<file path="src/rtl/aes_shiftrows_col_feeder_if.sv">
// Bus between the ShiftRows column feeder, its state source (in_*) and the column mixer (col_*).
// The slave modport is the feeder's view; the master modport is the surrounding datapath's view.
interface aes_shiftrows_col_feeder_if;
  logic         in_valid;
  logic         in_ready;
  logic [0:127] in_state;
  logic         in_last_round;
  logic         col_valid;
  logic         col_ready;
  logic [0:31]  col_data;
  logic [1:0]   col_idx;
  logic         col_first;
  logic         col_last;
  logic         col_bypass;

  modport slave (
    input  in_valid, in_state, in_last_round, col_ready,
    output in_ready, col_valid, col_data, col_idx, col_first, col_last, col_bypass
  );

  modport master (
    output in_valid, in_state, in_last_round, col_ready,
    input  in_ready, col_valid, col_data, col_idx, col_first, col_last, col_bypass
  );
endinterface

</file>
<file path="src/rtl/aes_shiftrows_col_feeder.sv">
// ShiftRows applied at capture, then four 32-bit columns streamed to the mixer; first column one cycle
// after acceptance, columns held while col_ready is low, next state accepted on the column-3 handshake.
module aes_shiftrows_col_feeder #(
  parameter int OVERLAP = 1
) (
  input  logic                         clk,
  input  logic                         rst_n,
  aes_shiftrows_col_feeder_if.slave    bus
);

  localparam logic OVL = (OVERLAP != 0);

  typedef enum logic {IDLE, SEND} state_t;

  state_t       st, st_nxt;
  logic [0:127] shifted_q;
  logic [0:127] shifted;
  logic [1:0]   idx_q;
  logic         byp_q;
  logic         col_hs;
  logic         last_hs;
  logic         load;

  // Row r of column c comes from input column (c+r) mod 4; stored column-major so column c is one word.
  always_comb begin
    shifted = '0;
    for (int c = 0; c < 4; c++) begin
      for (int r = 0; r < 4; r++) begin
        shifted[32*c + 8*r +: 8] = bus.in_state[8*(4*((c + r) % 4) + r) +: 8];
      end
    end
  end

  always_comb begin
    col_hs  = (st == SEND) && bus.col_ready;
    last_hs = col_hs && (idx_q == 2'd3);
    bus.in_ready = rst_n && ((st == IDLE) || (OVL && last_hs));
    load    = bus.in_valid && bus.in_ready;
  end

  always_ff @(posedge clk) begin
    if (!rst_n) begin
      st <= IDLE;
    end else begin
      st <= st_nxt;
    end
  end

  always_comb begin
    st_nxt = st;
    case (st)
      IDLE: begin
        if (load) st_nxt = SEND;
      end
      SEND: begin
        if (last_hs) st_nxt = load ? SEND : IDLE;
      end
      default: st_nxt = IDLE;
    endcase
  end

  // idx wraps 3->0 on the last handshake, so an idle feeder always shows column 0.
  always_ff @(posedge clk) begin
    if (!rst_n) begin
      shifted_q <= '0;
      idx_q     <= 2'd0;
      byp_q     <= 1'b0;
    end else if (load) begin
      shifted_q <= shifted;
      idx_q     <= 2'd0;
      byp_q     <= bus.in_last_round;
    end else if (col_hs) begin
      idx_q     <= idx_q + 2'd1;
    end
  end

  always_comb begin
    bus.col_valid  = (st == SEND);
    bus.col_data   = shifted_q[32*idx_q +: 32];
    bus.col_idx    = idx_q;
    bus.col_first  = bus.col_valid && (idx_q == 2'd0);
    bus.col_last   = bus.col_valid && (idx_q == 2'd3);
    bus.col_bypass = byp_q;
  end

endmodule

</file>
<file path="src/flat_wrapper.sv">
// flat-port wrapper written by rule: the top's interface ports become plain ports
module aes_shiftrows_col_feeder_flat 
#(
  parameter int OVERLAP = 1
)
  (clk, rst_n, bus_in_valid, bus_in_state, bus_in_last_round, bus_col_ready, bus_in_ready, bus_col_valid, bus_col_data, bus_col_idx, bus_col_first, bus_col_last, bus_col_bypass);
  aes_shiftrows_col_feeder_if bus_i ();
  input  logic clk;
  input  logic rst_n;
  input wire logic [$bits(bus_i.in_valid)-1:0] bus_in_valid;
  input wire logic [$bits(bus_i.in_state)-1:0] bus_in_state;
  input wire logic [$bits(bus_i.in_last_round)-1:0] bus_in_last_round;
  input wire logic [$bits(bus_i.col_ready)-1:0] bus_col_ready;
  output wire logic [$bits(bus_i.in_ready)-1:0] bus_in_ready;
  output wire logic [$bits(bus_i.col_valid)-1:0] bus_col_valid;
  output wire logic [$bits(bus_i.col_data)-1:0] bus_col_data;
  output wire logic [$bits(bus_i.col_idx)-1:0] bus_col_idx;
  output wire logic [$bits(bus_i.col_first)-1:0] bus_col_first;
  output wire logic [$bits(bus_i.col_last)-1:0] bus_col_last;
  output wire logic [$bits(bus_i.col_bypass)-1:0] bus_col_bypass;
  assign bus_i.in_valid = bus_in_valid;
  assign bus_i.in_state = bus_in_state;
  assign bus_i.in_last_round = bus_in_last_round;
  assign bus_i.col_ready = bus_col_ready;
  assign bus_in_ready = bus_i.in_ready;
  assign bus_col_valid = bus_i.col_valid;
  assign bus_col_data = bus_i.col_data;
  assign bus_col_idx = bus_i.col_idx;
  assign bus_col_first = bus_i.col_first;
  assign bus_col_last = bus_i.col_last;
  assign bus_col_bypass = bus_i.col_bypass;
  aes_shiftrows_col_feeder #(.OVERLAP(OVERLAP)) u_core (.clk(clk), .rst_n(rst_n), .bus(bus_i));
endmodule
</file>
<file path="config.mk">
export PLATFORM = sky130hd
export DESIGN_NAME = aes_shiftrows_col_feeder_flat
export DESIGN_NICKNAME = d
export VERILOG_FILES = /design/src/rtl/aes_shiftrows_col_feeder_if.sv /design/src/rtl/aes_shiftrows_col_feeder.sv /design/src/flat_wrapper.sv
export SDC_FILE = /design/constraint.sdc
export NUM_CORES = 1
export LEC_CHECK = 0
export ABC_AREA = 1
export CAP_MARGIN = 20
export CORE_ASPECT_RATIO = 0.5
export CORE_MARGIN = 2
export CORE_UTILIZATION = 30
export DETAILED_ROUTE_END_ITERATION = 8
export PLACE_DENSITY = 0.6
export SLEW_MARGIN = 40
export SYNTH_ARGS = -nofsm -noshare
export SYNTH_HDL_FRONTEND = slang
export SYNTH_SLANG_ARGS = --single-unit
</file>
<file path="constraint.sdc">
create_clock -name clk -period 2.35 [get_ports clk]
set_input_delay 0.3525 -clock clk [delete_from_list [all_inputs] [get_ports clk]]
set_output_delay 0.3525 -clock clk [all_outputs]
set_load 0.03 [all_outputs]
</file>
==> results.yml <==
pwr:
  ir_drop_uv: 609
  p_total_uw: 6180
  leakage_uw: 0.00373
  cellPowerDensity_mw_per_mm2: 757
global_route:
  grt_max_degree: 72
  antenna_found_initial: 0
  grt_use_total_pct: 18.0
  grt_first_pass_wirelength_mm: 28.6
  grt_pass1_vias: 5648
  grt_overflow: 0
worst_setup_path:
  cp.arrival_ps: 1840
  max_stage_delay_ps: 350
  start_kind: "flip-flop"
  end_kind: "primary output"
  crit_chain: "buf_4, ha_1, nand2_1, a21oi_4, buf_4"
  critical-path-slowest-cell: "dfxtp_2"
  path_common_cell: "buf_4"
  worstPathMaxFanout: 24
  cp.required_ps: 2000
  crit_type: "flip-flop to primary output"
sta:
  slew-limit-headroom_pct: 52.0
  fmax_mhz: 457
  final.period_utilization_pct: 93.1
  hold_viol_final: 0
  slew_viol_final: 0
  period_needed_ps: 2190
  worst-slew-pin-transition_ps: 720
  finalSetupViolCount: 0
  fin_skew_ps: 5.50
  setup_tns_ps: 0
  rsz0062_at_grt: "false"
clock_tree:
  tritoncts: "built"
  root_buffer: "clkbuf_16"
  clkTransAtPathRegs_ps: 50
  clockBufferDepth: 2
  cts-hold-fix-buffers: 0
  clock_sinks: 132
  clock_latency_ps: 400
  cts-buffers-inserted: 17
  htree_levels: 4
finish:
  drive_gt1_share_pct: 6.60
  area_growth_pct: 42.9
  final_common_cell: "nand3_1"
  fillCellCount: 1895
  nNetsFinal: 1050
  diodes: 0
  layout_common_cells: "nand3_1, nand2_1, clkdlybuf4s50_1"
drt:
  via_count: 5933
  route.detailed.drc: 0
  wl_mm: 18.2
  drtIter0Drc: 425
  avgViaCountPerCell: 5.02
  drtAntennaViolNets: 0
  wl_per_cell_um: 15.4
  drt-pass1-iter-count: 5
floorplanning:
  die_h_um: 102
  ios: 172
  die-area_mm2: 0.0202
  core_area_mm2: 0.0185
  start_util_pct: 30.8
  core.rowCount: 35
  fp.dieW_um: 199
placement:
  place_congestion: 0.800
  dp_hpwl_mm: 12.3
  portBuffers: 171
logic_synthesis:
  ys_ff_latch: 132
  syn_nets: 916
  synth_area_mm2: 0.00571
  post_synth.cell_area_avg_um2: 7.31
  synth.yosys.warnings: 0
  synth_cells: 781
  seq_area_frac_synth_pct: 46.3
  synthDistinctLibCells: 20
job:
  cap_viol_max_count: 0
hold_path:
  hp-class: "input pin to flip-flop"
status:
  outcome: "completed"
-- cell type report --
class                      instances  area, um2  share of cell area [%]
sequential                       132       2640                    32.4
clock inverter                     5        100                    1.23
multi-input combinational        564       2650                    32.5
clock buffer                      23        488                    5.98
timing repair buffer             193       1930                    23.7
tap                              259        324                    3.97
inverter                           7       26.3                   0.322
-- cell families after synthesis --
group | after synthesis | synth area share, %
AO/OA/AOI/OAI | 98 | 9.48
buffers and inverters | 85 | 7.47
flip-flops | 132 | 46.3
XOR/XNOR | 1 | 0.153
AND/OR/NAND/NOR | 463 | 36.2
adder cells (fa/ha/maj) | 2 | 0.438
-- final timing paths --
check / from / depth (start not counted) / slack, ps / to
worst min-delay path: rst_n / 3 / 250 / u_core.bus.col_valid
worst max-delay path: u_core.bus.col_idx[0] / 5 / 160 / bus_in_ready
worst min register to register: u_core.shifted_q[74] / 2 / 460 / u_core.shifted_q[74]
worst max register to register: u_core.bus.col_idx[0] / 8 / 400 / u_core.shifted_q[104]
-- per-layer routing --
layer	share of wire, %	vias up	GRT usage, %
met1	46	2829	23.1
li1	-	2942	-
met3	5.1	19	4.43
met2	48	143	29.7
met5	0	-	0
met4	1.6	0	6.31
-- registers in the layout, summed over array words and instances, names as in the netlist --
register and count:
u_core.bus.col_valid 1, u_core.bus.col_bypass 1, u_core.shifted_q 128, u_core.bus.col_idx 2
-- worst max-delay path, delay by kind of cell, from the launching register on --
kind                       cells  cell delay, ps
AOI/OAI and AO/OA              1             280
adders and majority gates      1             210
buffers and inverters          2             490
DFF                            1             350
and+or+nand+nor                1             100
-- stage by stage --
step / cell area (um2) / cells / hold slack, ps / worst slack (ps) / utilization, %
after detailed placement: 7600 / 1153 / 457 / 317 / 41.0
after global routing: 8170 / 1183 / 238 / 1.38 / 44.1
after CTS: 8150 / 1181 / 234 / 80.2 / 44.0
final: 8170 / 1183 / 247 / 162 / 44.1
after global placement: 7600 / 1153 / 452 / 348 / 41.0
after floorplan: 5710 / 781 / 439 / 359 / -
-- cell usage after synthesis --
master	number	area share (%)
a21oi_1	1	0.088
clkbuf_1	24	1.6
dfxtp_1	132	46
buf_4	17	2.2
buf_6	2	0.39
buf_1	14	0.92
clkbuf_4	1	0.13
ha_1	2	0.44
inv_1	4	0.26
nand3_2	1	0.18
nand2_1	137	9.0
o22ai_1	32	3.5
xor2_1	1	0.15
o21ai_0	41	3.6
a21oi_4	1	0.28
buf_2	20	1.8
o21ai_1	23	2.0
nand3_1	259	23
nor2_1	66	4.3
inv_2	3	0.20
-- report_power, final --
group	total (uW)	switching (uW)	internal (uW)
sequential	2480	85.9	2400
combinational	1010	565	446
clock	2690	931	1760
total	6180	1580	4600
-- what timing repair did --
action                     CTS  global route
resized for setup           31             0
setup endpoints to repair   31             1
setup buffers                0             2
pin swaps                    0             1
(Power assumes the default switching activity.)
